## src/rtl/pipelined_addsub_pkg.sv

```systemverilog
// Shared arithmetic definitions for the pipelined adder/subtractor:
// operation encodings and the per-stage chunk width helper.
package pipelined_addsub_pkg;

  typedef enum logic {
    OP_ADD = 1'b0,
    OP_SUB = 1'b1
  } op_e;

  function automatic int chunk_width(input int width, input int stages);
    return width / stages;
  endfunction

endpackage

```

## src/rtl/pipelined_addsub_adder_chunk.sv

```systemverilog
// Combinational N-bit adder slice: sum, carry out, and the carry into the
// slice MSB (used by the last stage to derive signed overflow).
module adder_chunk
  import pipelined_addsub_pkg::*;
#(
  parameter int N = 16
) (
  input  logic [N-1:0] x,
  input  logic [N-1:0] y,
  input  logic         ci,
  output logic [N-1:0] s,
  output logic         co,
  output logic         c_msb
);

  logic [N:0] total;

  assign total = {1'b0, x} + {1'b0, y} + {{N{1'b0}}, ci};
  assign s     = total[N-1:0];
  assign co    = total[N];

  // The MSB sum bit is x ^ y ^ carry-in, so the carry-in falls out of it.
  assign c_msb = s[N-1] ^ x[N-1] ^ y[N-1];

endmodule

```

## src/rtl/pipelined_addsub.sv

```systemverilog
// Carry-pipelined adder/subtractor: one CHUNK-bit slice per stage, operands
// and partial results travel in skew registers, whole pipe freezes on stall.
module pipelined_addsub
  import pipelined_addsub_pkg::*;
#(
  parameter int WIDTH  = 64,
  parameter int STAGES = 4
) (
  input  logic             clk,
  input  logic             rst,
  input  logic             in_valid,
  output logic             in_ready,
  input  logic [WIDTH-1:0] a,
  input  logic [WIDTH-1:0] b,
  input  logic             op,
  input  logic             cin,
  output logic             out_valid,
  input  logic             out_ready,
  output logic [WIDTH-1:0] sum,
  output logic             cout,
  output logic             overflow,
  output logic             zero
);

  localparam int CHUNK = chunk_width(WIDTH, STAGES);

  // Stage k output registers.
  logic [WIDTH-1:0]  a_reg   [STAGES];
  logic [WIDTH-1:0]  b_reg   [STAGES];
  logic [WIDTH-1:0]  res_reg [STAGES];
  logic [STAGES-1:0] carry_reg;
  logic [STAGES-1:0] valid_reg;
  logic              ovf_reg;
  logic              zero_reg;

  // Stage k inputs and combinational results.
  logic [WIDTH-1:0]  a_in    [STAGES];
  logic [WIDTH-1:0]  b_in    [STAGES];
  logic [WIDTH-1:0]  res_in  [STAGES];
  logic [WIDTH-1:0]  res_out [STAGES];
  logic [STAGES-1:0] c_in;
  logic [STAGES-1:0] v_in;
  logic [STAGES-1:0] co_w;
  logic [CHUNK-1:0]  s_w     [STAGES];
  logic              cm_w    [STAGES];

  logic stall;

  assign stall    = valid_reg[STAGES-1] && !out_ready;
  assign in_ready = !stall;

  for (genvar k = 0; k < STAGES; k++) begin : g_stage
    if (k == 0) begin : g_first
      // Subtraction is a + ~b + 1; the +1 rides in on the first carry.
      assign a_in[0]   = a;
      assign b_in[0]   = (op == OP_SUB) ? ~b : b;
      assign c_in[0]   = (op == OP_SUB) ? 1'b1 : cin;
      assign v_in[0]   = in_valid;
      assign res_in[0] = '0;
    end else begin : g_next
      assign a_in[k]   = a_reg[k-1];
      assign b_in[k]   = b_reg[k-1];
      assign c_in[k]   = carry_reg[k-1];
      assign v_in[k]   = valid_reg[k-1];
      assign res_in[k] = res_reg[k-1];
    end

    adder_chunk #(
      .N(CHUNK)
    ) u_chunk (
      .x     (a_in[k][k*CHUNK +: CHUNK]),
      .y     (b_in[k][k*CHUNK +: CHUNK]),
      .ci    (c_in[k]),
      .s     (s_w[k]),
      .co    (co_w[k]),
      .c_msb (cm_w[k])
    );

    // Chunks at and above k are still zero in res_in, so OR-ing merges cleanly.
    assign res_out[k] = res_in[k] | (WIDTH'(s_w[k]) << (k * CHUNK));
  end

  always_ff @(posedge clk) begin
    if (rst) begin
      valid_reg <= '0;
      carry_reg <= '0;
      ovf_reg   <= 1'b0;
      zero_reg  <= 1'b0;
      for (int k = 0; k < STAGES; k++) begin
        res_reg[k] <= '0;
      end
    end else if (!stall) begin
      for (int k = 0; k < STAGES; k++) begin
        a_reg[k]   <= a_in[k];
        b_reg[k]   <= b_in[k];
        res_reg[k] <= res_out[k];
      end
      carry_reg <= co_w;
      valid_reg <= v_in;
      ovf_reg   <= co_w[STAGES-1] ^ cm_w[STAGES-1];
      zero_reg  <= (res_out[STAGES-1] == '0);
    end
  end

  assign out_valid = valid_reg[STAGES-1];
  assign sum       = res_reg[STAGES-1];
  assign cout      = carry_reg[STAGES-1];
  assign overflow  = ovf_reg;
  assign zero      = zero_reg;

endmodule

```

## config.mk

```make
export PLATFORM = sky130hd
export DESIGN_NAME = pipelined_addsub
export DESIGN_NICKNAME = d
export VERILOG_FILES = /design/src/rtl/pipelined_addsub_pkg.sv /design/src/rtl/pipelined_addsub_adder_chunk.sv /design/src/rtl/pipelined_addsub.sv
export SDC_FILE = /design/constraint.sdc
export NUM_CORES = 1
export LEC_CHECK = 0
export CORE_MARGIN = 2
export CORE_UTILIZATION = 43
export DETAILED_ROUTE_END_ITERATION = 16
export PLACE_DENSITY_LB_ADDON = 0.05
export REMOVE_ABC_BUFFERS = 1
export SLEW_MARGIN = 20
export SYNTH_ARGS = -nofsm -noshare
export SYNTH_HDL_FRONTEND = slang
export SYNTH_HIERARCHICAL = 1
export SYNTH_SLANG_ARGS = --single-unit
```

## constraint.sdc

```tcl
create_clock -name clk -period 7.9 [get_ports clk]
set_input_delay 1.58 -clock clk [delete_from_list [all_inputs] [get_ports clk]]
set_output_delay 1.58 -clock clk [all_outputs]
set_load 0.01 [all_outputs]
```

# Yosys cells after proc, flatten, opt, wreduce, memory -nomap -nowiden
# Memories as Yosys holds them, arrays and structs flattened.
# Cells that the tools add are included.
dict set report classes {
  add_sub_neg 8
  n_reduce_logical 4
  bitwise 11
  muxes 11
}
# op count
set op_table {}
lappend op_table {{$mux W64} 5}
lappend op_table {{$add A16 B16 Y17} 4}
lappend op_table {{$add A17 B1 Y17} 4}
lappend op_table {{$logic_not A64 Y1} 1}
lappend op_table {{$not A64 Y64} 1}
lappend op_table {{$or A64 B32 Y64} 1}
lappend op_table {{$or A64 B48 Y64} 1}
lappend op_table {{$or A64 B64 Y64} 1}
lappend op_table {{$mux W1} 6}
lappend op_table {{$or A1 B1 Y1} 4}
lappend op_table {{$xor A1 B1 Y1} 3}
lappend op_table {{$logic_not A1 Y1} 2}
lappend op_table {{$logic_and A1 B1 Y1} 1}
dict set report word_totals {
  out_inout_bits 69
  mem_bits_rw 768
  n_memories 3
  input_bits 134
  register_bits 10
}
# memory depth word_bits read_ports rd_ports_with_merged_regs wr line
set mem_list {}
lappend mem_list {a_reg 4 64 3 0 4 pipelined_addsub.sv:28} ;# logic [WIDTH-1:0] a_reg [STAGES];
lappend mem_list {b_reg 4 64 3 0 4 pipelined_addsub.sv:29} ;# logic [WIDTH-1:0] b_reg [STAGES];
lappend mem_list {res_reg 4 64 4 0 4 pipelined_addsub.sv:30} ;# logic [WIDTH-1:0] res_reg [STAGES];

# Longest topological paths before layout
# Gate-level depths: netlist of run 1.
dict set report logic_depth {
  word_depth 6
  depth_mapped 12
}

# By module
# The synthesis of run 1 kept the hierarchy.
# mod area_each_um2 cells_each n_inst
set by_module_without_submodules {}
lappend by_module_without_submodules {pipelined_addsub 12753.5 667 1}
lappend by_module_without_submodules {{adder_chunk (g_stage[0].u_chunk ...)} 752.0 94 3}
lappend by_module_without_submodules {{adder_chunk (g_stage[3].u_chunk)} 859.6 113 1}

# Worst setup path after synthesis of run 1
# No wires, ideal clock.
dict set report synth_path {
  kind {input-to-reg}
  start {in out_ready}
  end {mem res_reg[3][54] (data pin)}
  required_time_ns 7.727
  path_stages 4
  setup_slack_ns 0.082
  n_path_buf 1
  t_arrival_ns 7.645
  path_cell_list {nor2b_1 nor2_2 clkbuf_1 and2_1}
}
# item line
set synth_rtl {}
lappend synth_rtl {{from (decl)} pipelined_addsub.sv:18} ;# input logic out_ready,
lappend synth_rtl {{to (decl)} pipelined_addsub.sv:30}

# Worst setup path in the final report of run 1
dict set report layout_path {
  start {in out_ready}
  end {out in_ready}
}
dict set report layout_between {
  elab_chain_len 3
}
# item line
set layout_rtl {}
lappend layout_rtl {{$logic_not A1 Y1} pipelined_addsub.sv:49} ;# assign stall = valid_reg[STAGES-1] && !out_ready;
lappend layout_rtl {{$logic_and A1 B1 Y1} pipelined_addsub.sv:49}
lappend layout_rtl {{$logic_not A1 Y1} -}
lappend layout_rtl {{to (decl)} pipelined_addsub.sv:12} ;# output logic in_ready,
# No other way between the ends.

==> results of run 1 <==
-- metal layers --
metal | vias to the layer above | GRT usage [%]
met5 | - | 0
met4 | 2 | 4.38
met3 | 48 | 4.09
met2 | 204 | 25.1
met1 | 4144 | 20.0
li1 | 4320 | -
-- per-stage QoR --
stage / hold slack, ps / instances / power, mW / utilization, %
after floorplan: 400 / 1024 / 2.82 / -
after global placement: 401 / 1700 / 3.07 / 50.5
after detailed placement: 405 / 1700 / 3.08 / 50.5
after CTS: 415 / 1771 / 4.77 / 53.6
after global routing: 420 / 1771 / 4.92 / 53.6
final: 414 / 1772 / 4.69 / 53.6
-- worst max-delay path: stages --
cell and delay (ps):
clkdlybuf4s50_1 390, nor2b_1 780, inv_2 230, clkdlybuf4s50_1 550
-- placed cells by master (no fill, tap or decap), types with 17 or more instances in the layout --
cell,count
ha_1,60
clkbuf_16,41
and2_1,159
o21ai_0,25
inv_1,17
clkdlybuf4s50_1,201
xnor2_1,30
clkbuf_1,18
edfxtp_1,352
a21oi_1,60
nand2_1,57
xor2_1,88
-- power breakdown --
part	total (mW)	leakage [nW]	switching (mW)	internal [mW]
Clock	1.66	0.558	0.697	0.963
Combinational	0.661	2.94	0.332	0.330
Sequential	2.37	3.85	0.0582	2.31
-- how the worst max path moves through the flow --
stage | start | to
after floorplan | out_ready | res_reg[3][15]$_SDFFCE_PN0P_
after global placement | out_ready | in_ready
after detailed placement | out_ready | in_ready
after CTS | out_ready | in_ready
after global routing | out_ready | in_ready
final | out_ready | in_ready
-- area by class of cell --
| class | count | area (um2) | share of cell area (%) |
|---|---|---|---|
| inverter | 18 | 67.6 | 0.347 |
| timing repair buffer | 208 | 2080 | 10.7 |
| clock inverter | 11 | 45.0 | 0.231 |
| clock buffer | 60 | 1110 | 5.68 |
| multi-input combinational | 644 | 4840 | 24.8 |
| tap | 468 | 586 | 3.00 |
| sequential | 362 | 10800 | 55.2 |
| antenna | 1 | 2.50 | 0.0128 |
==> reports/qor.yml, run 1 <==
floorplan:
  coreArea_mm2: 0.0363
  initial_utilization_pct: 43.4
  die_h_um: 196
  die_w_um: 196
  rows: 70
  die-area_mm2: 0.0383
  ioPinCount: 203
power:
  powerDensity_mw_per_mm2: 241
  ir_drop_uv: 116
  cellLeakagePower_nw: 7.36
timing:
  slew_violations: 0
  slew-limit-headroom_pct: 31.7
  final.min_clock_period_ps: 5120
  finalHoldViolCount: 0
  fin_ws_ps: 2780
  skew_ps: 13.3
  period_share_pct: 64.8
  fmax_ghz: 0.195
  worst_pin_slew_ps: 1020
  rsz0062_at_grt: "false"
  fin_setup_tns_ps: 0
  setup_viol: 0
critical_path:
  ff2ff_path_depth: 11
  path_class: "input port to output port"
  cp.arrival_ps: 3540
  cp_data_required_time_ps: 6320
  crit_path_start_kind: "input port"
  r2r-end: "zero$_SDFFE_PP0N_"
  crit_path_end_kind: "output port"
  cp_max_fo: 11
  r2r-start: "b_reg[2][48]$_DFFE_PP_"
  r2r_setup_slack_ps: 4350
global_route:
  grt.overflow.total: 0
  grt_usage_pct: 15.3
  antenna_found_initial: 2
  grt_pass1_wl_um: 44700
  grt_pass1_vias: 8449
  grt_start_max_net_pins: 167
clock_tree:
  clk_latency_ps: 540
  cts_tree: "built"
  postCtsSetupBuffers: 0
  cts_max_path_buffers: 3
  cts_buffers: 41
  cts_sinks: 362
  htree_num_levels: 2
  clk_pin_slew_ps: 50
  clockRootBuffer: "clkbuf_16"
  cts_resized: 0
  hold_buffers: 0
hold_path:
  worstHoldPathType: "register to register"
  hold_depth: 0
  hold_path_end: "b_reg[2][58]$_DFFE_PP_"
  hold_start: "b_reg[1][58]$_DFFE_PP_"
logic_synthesis:
  ys_warn_count: 6
  syn-instance-count: 1053
  postSynthAreaPerCell_um2: 15.0
  netlist_area_mm2: 0.0158
routing:
  wl_met3_um: 1810
  drcViolationCount: 0
  drt_iter0_markers: 512
  drt-met1-wl_um: 12800
  vias: 8718
  viasPerCell: 4.92
  routedWlPerCell_um: 16.4
  dr.pass1.iters: 5
  ant_nets: 0
  totalWireLength_um: 29100
  top_layer: "met5"
  wl_met2_um: 13900
place:
  numPortBuffers: 202
  place_congestion: 0.836
  dp_slack_ps: 2820
  place_hpwl_um: 19700
  placed_area_mm2: 0.0183
run_status:
  outcome: "completed"
finish:
  stdcell_area_mm2: 0.0195
  syn_to_final_growth_pct: 23.5
  num-nets-final: 1477
  fillers: 3038
  largest_register_ffs: 160
  drive_gt1_share_pct: 7.21
flow_run:
  maxCapViolations: 0
Power figures use the tool's default switching activity.
==> inputs of run 2 (changes only) <==
- clock period: 7.9 -> 5.15 ns (I/O delays scaled with it)
==> run 2 against run 1 <==
Against the previous run: combinational power increased by 54%; wire length about the same; final area increased by 0.71%; largest power group unchanged; critical path type unchanged; sequential power increased by 53%; die area unchanged; cell count increased by 0.40%; worst setup slack got worse by 1200 ps; critical endpoint unchanged; non-clock buffer count increased by 5; via count decreased by 0.17%; global-route usage about the same.
==> reports/qor.yml, run 2 (same netlist as run 1, synthesis figures left out) <==
place:
  placed_area_mm2: 0.0184
  numPortBuffers: 202
  dp_slack_ps: 1250
  dp.cells: 1705
  place_congestion: 0.870
  place_hpwl_um: 19900
critical_path:
  path_class: "input port to output port"
  crit_path_end_kind: "output port"
  ff2ff_path_depth: 11
  cp_data_required_time_ps: 4120
  cp.arrival_ps: 2490
  r2r_setup_slack_ps: 1660
  cp-startpoint: "out_ready"
  r2r-end: "zero$_SDFFE_PP0N_"
  crit_path_start_kind: "input port"
  cp_max_fo: 11
  r2r-start: "b_reg[2][48]$_DFFE_PP_"
  cp-endpoint: "in_ready"
finish:
  post-route-util_pct: 54.0
  drive_gt1_share_pct: 8.17
  final_cells: 1779
  syn_to_final_growth_pct: 24.4
  largest_register_ffs: 160
  num-nets-final: 1481
  final_cell_mix: "edfxtp_1, clkdlybuf4s50_1, and2_1"
  layout_commonest_cell: "edfxtp_1"
  stdcell_area_mm2: 0.0196
routing:
  routedWlPerCell_um: 16.4
  dr.pass1.iters: 4
  ant_nets: 0
  vias: 8703
  totalWireLength_um: 29100
  viasPerCell: 4.89
  drt_iter0_markers: 445
  drcViolationCount: 0
hold_path:
  worstHoldPathType: "register to register"
  hold_start: "a_reg[0][41]$_DFFE_PP_"
clock_tree:
  cts_buffers: 40
  cts_resized: 0
  cts_sinks: 362
  clockRootBuffer: "clkbuf_16"
  cts_max_path_buffers: 3
  clk_latency_ps: 550
  cts_tree: "built"
  hold_buffers: 0
  htree_num_levels: 2
  clk_pin_slew_ps: 60
  postCtsSetupBuffers: 0
global_route:
  grt_pass1_wl_um: 45000
  antenna_found_initial: 2
  grt.overflow.total: 0
  grt_start_max_net_pins: 128
  grt_usage_pct: 15.3
  grt_pass1_vias: 8411
floorplan:
  die_w_um: 196
  die-area_mm2: 0.0383
  rows: 70
  initial_utilization_pct: 43.4
  die_h_um: 196
  coreArea_mm2: 0.0363
  ioPinCount: 203
timing:
  fin_ws_ps: 1630
  rsz0062_at_grt: "false"
  final.min_clock_period_ps: 3520
  finalHoldViolCount: 0
  skew_ps: 14.4
  worst_pin_slew_ps: 851
  fmax_ghz: 0.284
  setup_viol: 0
  period_share_pct: 68.4
  slew-limit-headroom_pct: 42.7
  fin_setup_tns_ps: 0
  slew_violations: 0
  timing.hold.ws_ps: 411
power:
  cellLeakagePower_nw: 7.43
  totalPowerFinal_mw: 7.31
  powerDensity_mw_per_mm2: 372
  ir_drop_uv: 233
flow_run:
  maxCapViolations: 0
run_status:
  outcome: "completed"
## run 2: worst min path at each step
| stage | cells past startpoint | to |
|---|---|---|
| after floorplan | 0 | a_reg[1][32]$_DFFE_PP_ |
| after CTS | 0 | b_reg[1][41]$_DFFE_PP_ |
| final | 0 | a_reg[1][41]$_DFFE_PP_ |
| after detailed placement | 0 | a_reg[1][37]$_DFFE_PP_ |
| after global routing | 0 | b_reg[1][37]$_DFFE_PP_ |
| after global placement | 0 | b_reg[1][51]$_DFFE_PP_ |
## run 2: layout make-up
cell class	count	area, um2
Multi-Input combinational cell	644	4840
Clock inverter	17	114
Inverter	18	67.6
Fill cell	2986	16700
Sequential cell	362	10800
Clock buffer	56	1100
Timing Repair Buffer	213	2150
Antenna cell	1	2.50
Tap cell	468	586
## run 2: power by group
part / leakage [nW] / switching [mW] / internal, mW
registers: 3.85 / 0.0899 / 3.54
clock network: 0.589 / 1.11 / 1.55
logic: 2.98 / 0.507 / 0.510
## run 2: routing by layer
| layer | vias up | GRT usage (%) | routed length (um) |
|---|---|---|---|
| met1 | 4119 | 19.8 | 12900 |
| met5 | - | 0 | 0 |
| met3 | 40 | 3.28 | 1500 |
| met4 | 0 | 5.23 | 604 |
| li1 | 4331 | - | - |
| met2 | 213 | 25.6 | 14100 |
## run 2: critical path, cell delays in order
cell	delay [ps]
clkdlybuf4s50_1	460
nor2b_1	50
buf_4	190
inv_2	180
clkdlybuf4s50_1	580
==> inputs of run 3 (changes only) <==
- clock period: 5.15 -> 3.13 ns (I/O delays scaled with it)
==> run 3 against run 2 <==
Against the previous run: the flow now finishes with violations (setup timing); wire length up 1.6%; final area up 1.7%; first-iteration DRC count up 13%; count of clock-buffer cells in the layout down 2; highest routed layer is now met5.
==> reports/qor.yml, run 3 (same netlist as run 1, synthesis figures left out) <==
run_status:
  outcome: "finished, violations left"
  violations: "setup timing"
global_route:
  grt_usage_pct: 15.7
  grt_start_max_net_pins: 108
  antenna_found_initial: 3
  grt.overflow.total: 0
  grt_pass1_wl_um: 46100
  grt_pass1_vias: 8793
finish:
  drive_gt1_share_pct: 11.0
  syn_to_final_growth_pct: 26.4
  final_cell_mix: "edfxtp_1, clkdlybuf4s50_1, and2_1"
  fillers: 2973
  layout_commonest_cell: "edfxtp_1"
  multi_input_area_mm2: 0.00491
  num-nets-final: 1502
  largest_register_ffs: 160
  regArea_mm2: 0.0108
  post-route-util_pct: 54.9
place:
  dp_slack_ps: -286
  numPortBuffers: 202
  place_hpwl_um: 20600
  place_congestion: 0.895
routing:
  viasPerCell: 4.86
  drt_iter0_markers: 503
  vias: 8747
  ant_nets: 0
  totalWireLength_um: 29600
  drcViolationCount: 0
  dr.pass1.iters: 5
  routedWlPerCell_um: 16.5
timing:
  slew-limit-headroom_pct: 49.2
  fmax_ghz: 0.314
  period_share_pct: 102
  fin_setup_tns_ps: -57.3
  skew_ps: 14.3
  setup_viol: 1
  finalHoldViolCount: 0
  rsz0062_at_grt: "true"
  worst_pin_slew_ps: 754
  fin_ws_ps: -57.3
  final.min_clock_period_ps: 3190
  slew_violations: 0
clock_tree:
  cts_buffers: 40
  hold_buffers: 0
  cts_max_path_buffers: 3
  cts_sinks: 362
  clockRootBuffer: "clkbuf_16"
  htree_num_levels: 2
  clk_pin_slew_ps: 60
  cts_tree: "built"
  clk_latency_ps: 540
power:
  powerDensity_mw_per_mm2: 615
  cellLeakagePower_nw: 7.61
  ir_drop_uv: 453
critical_path:
  cp_data_required_time_ps: 3590
  crit_path_start_kind: "register"
  path_class: "register to register"
  cp_cell_sequence: "fa_2, fa_2, a21o_1, a31oi_4, nor3b_2, buf_4, buf_4, a22oi_2, xnor2_2, nor4_2, nand2_2, or4_4, o22ai_2"
  crit_slowest_cell: "or4_4"
  cpPeakStageDelay_ps: 510
  crit_path_end_kind: "register"
  cp_max_fo: 2
  crit_buf_inv: 2
  path_delay_family: "simple AND/OR/NAND/NOR gates"
  cp.arrival_ps: 3650
hold_path:
  worstHoldPathType: "register to register"
floorplan:
  die_w_um: 196
  coreArea_mm2: 0.0363
  ioPinCount: 203
  initial_utilization_pct: 43.4
  die_h_um: 196
  die-area_mm2: 0.0383
  rows: 70
flow_run:
  maxCapViolations: 0
## run 3: cell types whose count changed in the layout (fill, tap and decap cells not counted), moves of 3 or more
cell and change:
nor4_2 +3, clkinv_2 +5, clkinv_1 -3, nor4_1 -3, clkbuf_1 -6, clkbuf_8 +4
buf_4 +19
## run 3: path summary, 6_finish.rpt
kind,cells past startpoint,slack [ps],start,to
max reg2reg,13,-60,b_reg[2][48]$_DFFE_PP_,zero$_SDFFE_PP0N_
min reg2reg,0,410,b_reg[0][41]$_DFFE_PP_,b_reg[1][41]$_DFFE_PP_
max,13,-60,b_reg[2][48]$_DFFE_PP_,zero$_SDFFE_PP0N_
min,0,410,b_reg[0][41]$_DFFE_PP_,b_reg[1][41]$_DFFE_PP_
## run 3: what timing repair did
item,4_1_cts,5_1_grt
endpoints found under the setup margin,1,1
pin swaps,6,5
gates resized for setup,7,5
cloned,0,0
setup buffers,3,0
endpoints found under the hold margin,0,0
## run 3: final cells by class
cell class                 count  share of cell area (%)
antenna                        1                  0.0125
multi-input combinational    644                    24.6
clock inverter                17                   0.777
timing repair buffer         234                    11.7
tap                          468                    2.93
inverter                      18                   0.338
clock buffer                  54                    5.69
sequential                   362                    54.0
## run 3: metal layers
| layer | part of all wire, % | routed length, um | up-vias | GRT usage, % |
|---|---|---|---|---|
| li1 | - | - | 4361 | - |
| met2 | 48 | 14200 | 188 | 26.1 |
| met4 | 2.7 | 797 | 4 | 5.43 |
| met1 | 44 | 13000 | 4133 | 20.2 |
| met3 | 5.1 | 1520 | 61 | 3.75 |
| met5 | 0.10 | 30 | - | 0 |
## run 3: where the power goes
| part | internal, mW | switching [mW] | total [mW] |
|---|---|---|---|
| combinational | 0.885 | 0.853 | 1.74 |
| sequential | 5.83 | 0.150 | 5.98 |
| clock | 2.78 | 1.78 | 4.56 |
| total | 9.49 | 2.78 | 12.3 |
## run 3: through the flow
step                hold slack [ps]  power (mW)  instances  area, um2
floorplan                       400        7.12       1024      15700
global placement                400        7.79       1723      18600
detailed placement              405        7.82       1723      18600
CTS                             411        12.5       1797      19900
global route                    419        12.9       1797      20000
finish                          411        12.3       1798      20000
